==> src/rtl/deser_fifo_if.sv <==
// Handshake and status bundle for deser_fifo: serial write side, parallel read side
// and the fill/status outputs. The master drives the in* strobes, the slave (the FIFO) the out* side.
interface deser_fifo_if #(
  parameter int unsigned WORD_WIDTH = 8,
  parameter int unsigned ADDR_WIDTH = 2
);
  localparam int unsigned CntW = $clog2(WORD_WIDTH);

  logic                  inWriteEnable;
  logic                  inData;
  logic                  inFlush;
  logic                  inReadEnable;
  logic [WORD_WIDTH-1:0] outData;
  logic [ADDR_WIDTH:0]   outWriteCount;
  logic [ADDR_WIDTH:0]   outReadCount;
  logic [ADDR_WIDTH:0]   outLevel;
  logic [CntW-1:0]       outBitCount;
  logic                  outFull;
  logic                  outEmpty;
  logic                  outAlmostFull;
  logic                  outAlmostEmpty;
  logic                  outWriteError;
  logic                  outReadError;
  logic                  outDone;

  modport master (
    output inWriteEnable, inData, inFlush, inReadEnable,
    input  outData, outWriteCount, outReadCount, outLevel, outBitCount,
    input  outFull, outEmpty, outAlmostFull, outAlmostEmpty,
    input  outWriteError, outReadError, outDone
  );

  modport slave (
    input  inWriteEnable, inData, inFlush, inReadEnable,
    output outData, outWriteCount, outReadCount, outLevel, outBitCount,
    output outFull, outEmpty, outAlmostFull, outAlmostEmpty,
    output outWriteError, outReadError, outDone
  );
endinterface

==> src/rtl/deser_fifo.sv <==
// Bit-serial-input FIFO: assembles single-bit writes into WORD_WIDTH-bit words and
// queues them in a 2^ADDR_WIDTH-deep circular buffer with registered parallel reads.
module deser_fifo #(
  parameter int unsigned WORD_WIDTH      = 8,
  parameter int unsigned ADDR_WIDTH      = 2,
  parameter bit          MSB_FIRST       = 1'b0,
  parameter int unsigned ALMOST_FULL_TH  = (1 << ADDR_WIDTH) - 1,
  parameter int unsigned ALMOST_EMPTY_TH = 1
) (
  input logic         inClock,
  input logic         inReset,
  deser_fifo_if.slave bus
);
  localparam int unsigned Depth = 1 << ADDR_WIDTH;
  localparam int unsigned CntW  = $clog2(WORD_WIDTH);
  localparam int unsigned PtrW  = ADDR_WIDTH + 1;

  localparam logic [PtrW-1:0] DepthL  = PtrW'(Depth);
  localparam logic [CntW-1:0] LastBit = CntW'(WORD_WIDTH - 1);

  logic [CntW-1:0]       bit_cnt_q, bit_cnt_d;
  logic [WORD_WIDTH-1:0] shift_q, shift_d;
  logic [PtrW-1:0]       wr_ptr_q, wr_ptr_d;
  logic [PtrW-1:0]       rd_ptr_q, rd_ptr_d;
  logic [WORD_WIDTH-1:0] rd_data_q, rd_data_d;
  logic                  done_q, done_d;
  logic                  wr_err_q, wr_err_d;
  logic                  rd_err_q, rd_err_d;

  logic [WORD_WIDTH-1:0] mem [Depth];

  logic [PtrW-1:0]       level;
  logic [31:0]           level_ext;
  logic                  full;
  logic                  empty;
  logic                  bit_accept;
  logic                  word_last;
  logic                  pop;
  logic                  push;
  logic [CntW-1:0]       bit_pos;
  logic [WORD_WIDTH-1:0] word_asm;

  // Status decode from registered pointers only.
  always_comb begin
    level     = wr_ptr_q - rd_ptr_q;
    level_ext = 32'(level);
    full      = (level == DepthL);
    empty     = (level == '0);
  end

  // Flush wins over a coincident write; the bit is discarded.
  always_comb begin
    bit_accept = bus.inWriteEnable & ~bus.inFlush;
    word_last  = bit_accept & (bit_cnt_q == LastBit);
    pop        = bus.inReadEnable & ~empty;
    // A full buffer still accepts the word when a pop frees a slot in the same cycle.
    push       = word_last & (~full | pop);
    bit_pos    = MSB_FIRST ? (LastBit - bit_cnt_q) : bit_cnt_q;
    word_asm          = shift_q;
    word_asm[bit_pos] = bus.inData;
  end

  always_comb begin
    bit_cnt_d = bit_cnt_q;
    shift_d   = shift_q;
    if (bus.inFlush || word_last) begin
      bit_cnt_d = '0;
      shift_d   = '0;
    end else if (bit_accept) begin
      bit_cnt_d = bit_cnt_q + CntW'(1);
      shift_d   = word_asm;
    end

    wr_ptr_d  = wr_ptr_q + PtrW'(push);
    rd_ptr_d  = rd_ptr_q + PtrW'(pop);
    rd_data_d = pop ? mem[rd_ptr_q[ADDR_WIDTH-1:0]] : rd_data_q;

    done_d    = push;
    wr_err_d  = word_last & ~push;
    rd_err_d  = bus.inReadEnable & empty;
  end

  always_ff @(posedge inClock or negedge inReset) begin
    if (!inReset) begin
      bit_cnt_q <= '0;
      shift_q   <= '0;
      wr_ptr_q  <= '0;
      rd_ptr_q  <= '0;
      rd_data_q <= '0;
      done_q    <= 1'b0;
      wr_err_q  <= 1'b0;
      rd_err_q  <= 1'b0;
    end else begin
      bit_cnt_q <= bit_cnt_d;
      shift_q   <= shift_d;
      wr_ptr_q  <= wr_ptr_d;
      rd_ptr_q  <= rd_ptr_d;
      rd_data_q <= rd_data_d;
      done_q    <= done_d;
      wr_err_q  <= wr_err_d;
      rd_err_q  <= rd_err_d;
    end
  end

  // Storage is deliberately left out of reset.
  always_ff @(posedge inClock) begin
    if (push) begin
      mem[wr_ptr_q[ADDR_WIDTH-1:0]] <= word_asm;
    end
  end

  assign bus.outData        = rd_data_q;
  assign bus.outWriteCount  = wr_ptr_q;
  assign bus.outReadCount   = rd_ptr_q;
  assign bus.outLevel       = level;
  assign bus.outBitCount    = bit_cnt_q;
  assign bus.outFull        = full;
  assign bus.outEmpty       = empty;
  assign bus.outAlmostFull  = (level_ext >= ALMOST_FULL_TH);
  assign bus.outAlmostEmpty = (level_ext <= ALMOST_EMPTY_TH);
  assign bus.outWriteError  = wr_err_q;
  assign bus.outReadError   = rd_err_q;
  assign bus.outDone        = done_q;
endmodule

==> src/flat_wrapper.sv <==
// flat-port wrapper written by rule: the top's interface ports become plain ports
module deser_fifo_flat 
#(
  parameter int unsigned WORD_WIDTH      = 8,
  parameter int unsigned ADDR_WIDTH      = 2,
  parameter bit          MSB_FIRST       = 1'b0,
  parameter int unsigned ALMOST_FULL_TH  = (1 << ADDR_WIDTH) - 1,
  parameter int unsigned ALMOST_EMPTY_TH = 1
)
  (inClock, inReset, bus_inWriteEnable, bus_inData, bus_inFlush, bus_inReadEnable, bus_outData, bus_outWriteCount, bus_outReadCount, bus_outLevel, bus_outBitCount, bus_outFull, bus_outEmpty, bus_outAlmostFull, bus_outAlmostEmpty, bus_outWriteError, bus_outReadError, bus_outDone);
  deser_fifo_if #(.WORD_WIDTH(WORD_WIDTH), .ADDR_WIDTH(ADDR_WIDTH)) bus_i ();
  input logic inClock;
  input logic inReset;
  input wire logic [$bits(bus_i.inWriteEnable)-1:0] bus_inWriteEnable;
  input wire logic [$bits(bus_i.inData)-1:0] bus_inData;
  input wire logic [$bits(bus_i.inFlush)-1:0] bus_inFlush;
  input wire logic [$bits(bus_i.inReadEnable)-1:0] bus_inReadEnable;
  output wire logic [$bits(bus_i.outData)-1:0] bus_outData;
  output wire logic [$bits(bus_i.outWriteCount)-1:0] bus_outWriteCount;
  output wire logic [$bits(bus_i.outReadCount)-1:0] bus_outReadCount;
  output wire logic [$bits(bus_i.outLevel)-1:0] bus_outLevel;
  output wire logic [$bits(bus_i.outBitCount)-1:0] bus_outBitCount;
  output wire logic [$bits(bus_i.outFull)-1:0] bus_outFull;
  output wire logic [$bits(bus_i.outEmpty)-1:0] bus_outEmpty;
  output wire logic [$bits(bus_i.outAlmostFull)-1:0] bus_outAlmostFull;
  output wire logic [$bits(bus_i.outAlmostEmpty)-1:0] bus_outAlmostEmpty;
  output wire logic [$bits(bus_i.outWriteError)-1:0] bus_outWriteError;
  output wire logic [$bits(bus_i.outReadError)-1:0] bus_outReadError;
  output wire logic [$bits(bus_i.outDone)-1:0] bus_outDone;
  assign bus_i.inWriteEnable = bus_inWriteEnable;
  assign bus_i.inData = bus_inData;
  assign bus_i.inFlush = bus_inFlush;
  assign bus_i.inReadEnable = bus_inReadEnable;
  assign bus_outData = bus_i.outData;
  assign bus_outWriteCount = bus_i.outWriteCount;
  assign bus_outReadCount = bus_i.outReadCount;
  assign bus_outLevel = bus_i.outLevel;
  assign bus_outBitCount = bus_i.outBitCount;
  assign bus_outFull = bus_i.outFull;
  assign bus_outEmpty = bus_i.outEmpty;
  assign bus_outAlmostFull = bus_i.outAlmostFull;
  assign bus_outAlmostEmpty = bus_i.outAlmostEmpty;
  assign bus_outWriteError = bus_i.outWriteError;
  assign bus_outReadError = bus_i.outReadError;
  assign bus_outDone = bus_i.outDone;
  deser_fifo #(.WORD_WIDTH(WORD_WIDTH), .ADDR_WIDTH(ADDR_WIDTH), .MSB_FIRST(MSB_FIRST), .ALMOST_FULL_TH(ALMOST_FULL_TH), .ALMOST_EMPTY_TH(ALMOST_EMPTY_TH)) u_core (.inClock(inClock), .inReset(inReset), .bus(bus_i));
endmodule
==> config.mk <==
export PLATFORM = sky130hd
export DESIGN_NAME = deser_fifo_flat
export DESIGN_NICKNAME = d
export VERILOG_FILES = /design/src/rtl/deser_fifo_if.sv /design/src/rtl/deser_fifo.sv /design/src/flat_wrapper.sv
export SDC_FILE = /design/constraint.sdc
export NUM_CORES = 1
export LEC_CHECK = 0
export CAP_MARGIN = 10
export CORE_MARGIN = 3
export CORE_UTILIZATION = 40
export CTS_CLUSTER_DIAMETER = 80
export DETAILED_ROUTE_END_ITERATION = 7
export GPL_TIMING_DRIVEN = 0
export RECOVER_POWER = 100
export SYNTH_ARGS = -nofsm -noshare
export SYNTH_HDL_FRONTEND = slang
export SYNTH_SLANG_ARGS = --single-unit
==> constraint.sdc <==
create_clock -name inClock -period 3.2 [get_ports inClock]
set_input_delay 0.32 -clock inClock [delete_from_list [all_inputs] [get_ports inClock]]
set_output_delay 0.32 -clock inClock [all_outputs]
set_load 0.005 [all_outputs]
# == After elaboration in Yosys (flattened, before gate mapping) ==
# Memory sizes are Yosys's and may differ from the RTL's. A register that Yosys moved wholly into a read port is not among the register bits.
# Cells that the tools add are included.
# totals
register_bits,20
ramBits,32
input_bits,6
out_inout_bits,27
elab_cells,43
n_memories,1
# op_classes
add_sub_neg,4
order_cmp,4
eq_ne,2
muxes,9
n_bitwise,11
reduce_logical,5
# memory_table
memory,words,width,rd,rd_clocked_by_memory_dff,write_ports,line_no,rtl
u_core.mem,4,8,1,1,1,deser_fifo.sv:30,logic [WORD_WIDTH-1:0] mem [Depth];
# ops
cell,count
8-bit two-way mux,2
8-bit bitwise mux,1
3-bit by 1-bit adder with 3-bit output,2
1-bit AND,6
"3-bit equality test, second input constant",2
3-bit two-way mux,2
"3-bit by 4-bit < comparator with 1-bit output, second input constant",1
1-bit inverter,4
"3-bit by 1-bit adder with 3-bit output, second input constant",1
1-bit demux with 3-bit select,1
"3-bit by 1-bit greater-or-equal comparator with 1-bit output, second input constant",1
"3-bit by 2-bit greater-or-equal comparator with 1-bit output, second input constant",1
"3-bit by 1-bit less-or-equal comparator with 1-bit output, second input constant",1
3-bit zero test,1
1-bit two-way mux,3
3-bit subtractor,1
2-bit nonzero test,1
1-bit logical AND,1
1-bit zero test,1
1-bit logical OR,1
1-bit bitwise OR,1

# == Logic depth before layout (Yosys ltp) ==
# Gate-level depths: netlist (run 1).
# depth
ltp_word,8
depth_mapped,10
mapped_depth_nobuf,9

# == Worst setup path after synthesis (run 1) ==
# Ideal clock, no wire load.
# synth_timing
path_type,register to register
start,"reg u_core.wr_ptr_q[0], in the netlist u_core.bus.outWriteCount[0]"
end,"mem u_core.mem[0][0], enable pin"
setup_ps,383
arrival_ps,2191
required_time_ps,2817
path_slack_ps,625
path_stages_with_launch,7
path_buffers,0
period_less_slack_ps,2575
path_cell_list,dfrtp_1 inv_1 ha_1 fa_1 xnor3_2 o21bai_1 nor3_1
# synth_via
elab_chain_cells,8
word_cells_on_any_way,10
cone_classes,add/sub: 1; eq/ne: 1; mux: 2; bitwise: 5; reduce/logical: 1
# synth_lines
element,line_no,rtl
"start, declared",deser_fifo.sv:23,"logic [PtrW-1:0] wr_ptr_q, wr_ptr_d;"
"start signal, assigned",deser_fifo.sv:96,wr_ptr_q <= wr_ptr_d;
3-bit subtractor,deser_fifo.sv:45,level = wr_ptr_q - rd_ptr_q;
3-bit zero test,deser_fifo.sv:48,empty = (level == '0);
1-bit inverter,deser_fifo.sv:55,pop = bus.inReadEnable & ~empty;
1-bit AND,deser_fifo.sv:55,
1-bit bitwise OR,deser_fifo.sv:57,push = word_last & (~full | pop);
1-bit AND,deser_fifo.sv:57,
1-bit two-way mux,deser_fifo.sv:107,if (push) begin
1-bit two-way mux (not written as such),deser_fifo.sv:108,mem[wr_ptr_q[ADDR_WIDTH-1:0]] <= word_asm;
"end, declared",deser_fifo.sv:30,
# Several ways; a longest one is shown, not always the timed one.

# == Final worst setup path (run 1) ==
# layout_timing
start,"reg u_core.wr_ptr_q[0], in the netlist u_core.bus.outWriteCount[0]"
end,"mem u_core.mem[3][0], enable pin"
# Same word-level chain as after synthesis.

==> flow_metrics.py, run 1 <==
metrics = {
    "status": {
        "status": "finished with violations",
        "violations": "capacitance limit, slew limit",
    },
    "power": {
        "peakVddDrop_v": 0.000267,
        "pwr-share-clk": 0.329,
        "combPwrFrac": 0.294,
        "p_int_w": 0.00185,
        "swShare": 0.266,
        "power_frac_seq": 0.377,
        "p_leak_nw": 1.36,
        "p_switching_w": 0.000669,
        "p_per_area_nw_per_um2": 760,
    },
    "die": {
        "core_area_um2": 6420,
        "dieHeight_um": 87.7,
        "pin_count": 33,
        "num_rows": 29,
        "die_x_um": 87.7,
        "die-area_um2": 7690,
        "start_util": 0.416,
    },
    "yosys": {
        "synthTopCellsByArea": "edfxtp_1 36%, dfrtp_1 26%, mux4_2 6.7%",
        "syn-cell-area_um2": 2670,
        "synth-warning-count": 0,
        "synth_area_per_cell_um2": 14.9,
        "netlist_instances": 179,
        "ys_ff_latch": 60,
        "synth_nets": 193,
        "synthDominantAreaCellType": "edfxtp_1",
        "synth_top_area_share": 0.360,
        "synth_cell_types": 31,
        "ys_seq_area_frac": 0.622,
    },
    "global_routing": {
        "gr-total-overflow": 0,
        "grt_pass1_vias": 1560,
        "grt_max_degree": 29,
        "gr-usage-all-layers": 0.149,
        "antenna_found_initial": 0,
        "grt_pass1_wl_um": 8340,
    },
    "cells_and_area": {
        "antenna_cells": 0,
        "final_layout_size_suffix_gt1_frac": 0.130,
        "fin_nets": 240,
        "fill_cells": 552,
        "synthToLayoutAreaGrowth_pct": 23.9,
        "finalNonFillerCells": 308,
    },
    "critical_path": {
        "r2r-start": "u_core.bus.outWriteCount[0]$_DFF_PN0_",
        "regToRegSetupSlack_ns": 0.24,
        "r2r_cells": 7,
        "r2r_end": "u_core.mem[3][0]$_DFFE_PP_",
        "cp.required_ns": 3.22,
        "cp-end-kind": "flop",
        "crit_type": "flop to flop",
        "startpoint_type": "flop",
        "cp_data_arrival_time_ns": 2.98,
        "path_max_fanout": 6,
    },
    "route": {
        "dr.first_iter.drc_count": 75,
        "drcViolationCount": 0,
        "wl_per_cell_um": 16.4,
        "drtAntennaViolNets": 0,
        "viasPerCell": 5.16,
        "drt_first_pass_iters": 4,
        "postRouteWirelength_um": 5050,
        "vias": 1588,
    },
    "placement": {
        "pre_cts_slack_ns": 0.160,
        "numPlacedInstances": 291,
        "hpwl_um": 3440,
        "gp_congestion": 0.787,
        "port_buffers": 32,
    },
    "sta": {
        "fin_crit_sh": 0.926,
        "slew_headroom": -0.0971,
        "clock.fmax_ghz": 0.337,
        "post-route-min-period_ns": 2.96,
        "tightest_slew_ns": 1.65,
        "rsz0062_at_grt": "false",
        "finalMaxSlewViolations": 29,
        "fin_ws_ns": 0.236,
        "skew_ns": 0.00974,
        "finalSetupViolCount": 0,
        "setup_tns_ns": 0,
        "hold_violations": 0,
    },
    "clocking": {
        "clk_pin_slew_worst_paths_ns": 0.07,
        "clk_latency_ns": 0.34,
        "clock_path_buffers": 2,
        "cts_tree": "done",
        "cts_max_level": 3,
        "post_cts_buffers": 0,
        "cts_made_buffers": 9,
        "cts-root-buf": "clkbuf_8",
        "cts_resized": 0,
        "cts_sinks": 60,
        "cts.hold.buffers_added": 0,
    },
    "worst_hold_path": {
        "hp-class": "input port to asynchronous set/reset pin",
    },
    "job": {
        "drv_cap": 1,
    },
}
[worst max path at each step]
stage / cells after the start / endpoint / from / slack [ns]
final: 7 / u_core.mem[3][0]$_DFFE_PP_ / u_core.bus.outWriteCount[0]$_DFF_PN0_ / 0.24
after global routing: 7 / u_core.mem[3][0]$_DFFE_PP_ / u_core.bus.outWriteCount[0]$_DFF_PN0_ / 0.08
after CTS: 6 / u_core.mem[0][6]$_DFFE_PP_ / u_core.bus.outWriteCount[0]$_DFF_PN0_ / 0.08
after detailed placement: 6 / u_core.mem[0][0]$_DFFE_PP_ / u_core.bus.outWriteCount[0]$_DFF_PN0_ / 0.16
after global placement: 6 / u_core.mem[2][3]$_DFFE_PP_ / u_core.bus.outWriteCount[0]$_DFF_PN0_ / 0.06
after floorplan: 6 / u_core.mem[0][0]$_DFFE_PP_ / u_core.bus.outWriteCount[0]$_DFF_PN0_ / 0.63
[cells in the mapped netlist]
library cell	instances
o21ai_0	1
nor2_1	4
xnor3_2	1
inv_1	9
nor3b_1	4
buf_1	1
mux2_2	8
nand2b_1	1
nand2_1	13
or3_1	1
o21bai_1	1
nor3_1	6
clkbuf_2	1
mux2_4	8
or3b_2	2
nand3b_1	8
clkbuf_1	7
buf_6	1
fa_1	1
dfrtp_1	28
a31o_1	1
nand3_1	1
ha_1	7
xor2_1	2
mux4_2	8
a31oi_1	3
mux2i_1	5
and3b_1	1
edfxtp_1	32
a21oi_1	8
nor2b_1	5
[critical path, cell delays in order, from the launching register on]
cell and delay, ns:
dfrtp_1 0.42, inv_1 0.10, ha_1 0.19, fa_1 0.35
xnor3_2 0.46, o21bai_1 0.16, nor3_1 0.65, clkbuf_1 0.31
[flip-flops by register name, indices dropped and copies added (netlist names)]
| register | cells |
|---|---|
| u_core.bus.outDone | 1 |
| u_core.bus.outReadError | 1 |
| u_core.shift_q | 8 |
| u_core.bus.outData | 8 |
| u_core.bus.outWriteCount | 3 |
| u_core.bus.outWriteError | 1 |
| u_core.mem | 32 |
| u_core.bus.outReadCount | 3 |
| u_core.bus.outBitCount | 3 |
[cells in the final DEF (no fill, tap or decap), drive strengths merged, types with 2 or more instances in the layout]
| cell type | instances |
|---|---|
| clkdlybuf4s50 | 4 |
| mux2i | 5 |
| dfrtp | 28 |
| nor3 | 6 |
| or3b | 2 |
| bufinv | 3 |
| a21oi | 8 |
| nor2 | 4 |
| mux2 | 16 |
| a31oi | 3 |
| mux4 | 8 |
| clkbuf | 23 |
| nor3b | 4 |
| nor2b | 5 |
| nand2 | 13 |
| buf | 2 |
| xor2 | 2 |
| inv | 10 |
| nand3b | 8 |
| edfxtp | 32 |
| dlygate4sd3 | 27 |
| ha | 7 |
[power groups by stage]
| stage | clock (W) | combinational (W) | sequential (W) |
|---|---|---|---|
| after floorplan | 0 | 0.000466 | 0.000969 |
| after global placement | 0 | 0.000869 | 0.000972 |
| after detailed placement | 0 | 0.000872 | 0.000972 |
| after CTS | 0.000848 | 0.000874 | 0.000959 |
| after global routing | 0.000885 | 0.000826 | 0.000963 |
| final | 0.000826 | 0.000739 | 0.000949 |
[through the flow]
step	area, um^2	total power (W)	hold WS, ns	util
finish	3310	0.00251	0.389	0.515
global route	3310	0.00267	0.499	0.515
CTS	3340	0.00268	0.0266	0.520
detailed placement	3100	0.00184	0.402	0.483
global placement	3090	0.00184	0.495	0.481
floorplan	2670	0.00144	0.0244	-
[cells by family (layout without fill, tap and decap cells)]
| logic type | after synthesis | after routing | share of synthesized area |
|---|---|---|---|
| flip-flops | 60 | 60 | 0.622 |
| multiplexers | 29 | 29 | 0.165 |
| buffers and inverters | 19 | 71 | 0.0300 |
| XOR/XNOR | 3 | 3 | 0.0155 |
| AND/OR/NAND/NOR | 46 | 46 | 0.0970 |
| AO/OA/AOI/OAI | 14 | 14 | 0.0300 |
| adder cells (fa/ha/maj) | 8 | 8 | 0.0403 |
[routing by layer]
metal  wire (um)  vias to the layer above  track usage
met1        2390                      795        0.203
met2        2400                       37        0.225
met5           0                        -            0
li1            -                      752            -
met4          44                        0       0.0418
met3         207                        4       0.0564
[layout make-up]
| class | count | area, um^2 | area share |
|---|---|---|---|
| Buffer | 10 | 46.3 | 0.0140 |
| Clock buffer | 10 | 128 | 0.0386 |
| Clock inverter | 6 | 111 | 0.0336 |
| Inverter | 9 | 33.8 | 0.0102 |
| Multi-Input combinational cell | 100 | 902 | 0.273 |
| Sequential cell | 60 | 1660 | 0.502 |
| Tap cell | 77 | 96.3 | 0.0291 |
| Timing Repair Buffer | 36 | 330 | 0.0998 |
No activity file was read; power rests on OpenSTA's default activity.
==> inputs of run 2 (changes only) <==
ABC_CLOCK_PERIOD_IN_PS = 3200   (was not set)
==> results of run 2 <==
Same layout as run 1: the final DEF is identical, and so are final timing and power.
==> inputs of run 3 (changes only) <==
GPL_ROUTABILITY_DRIVEN = 0   (was not set)
==> results of run 3 <==
Same layout as run 1: the final DEF is identical, and so are final timing and power.
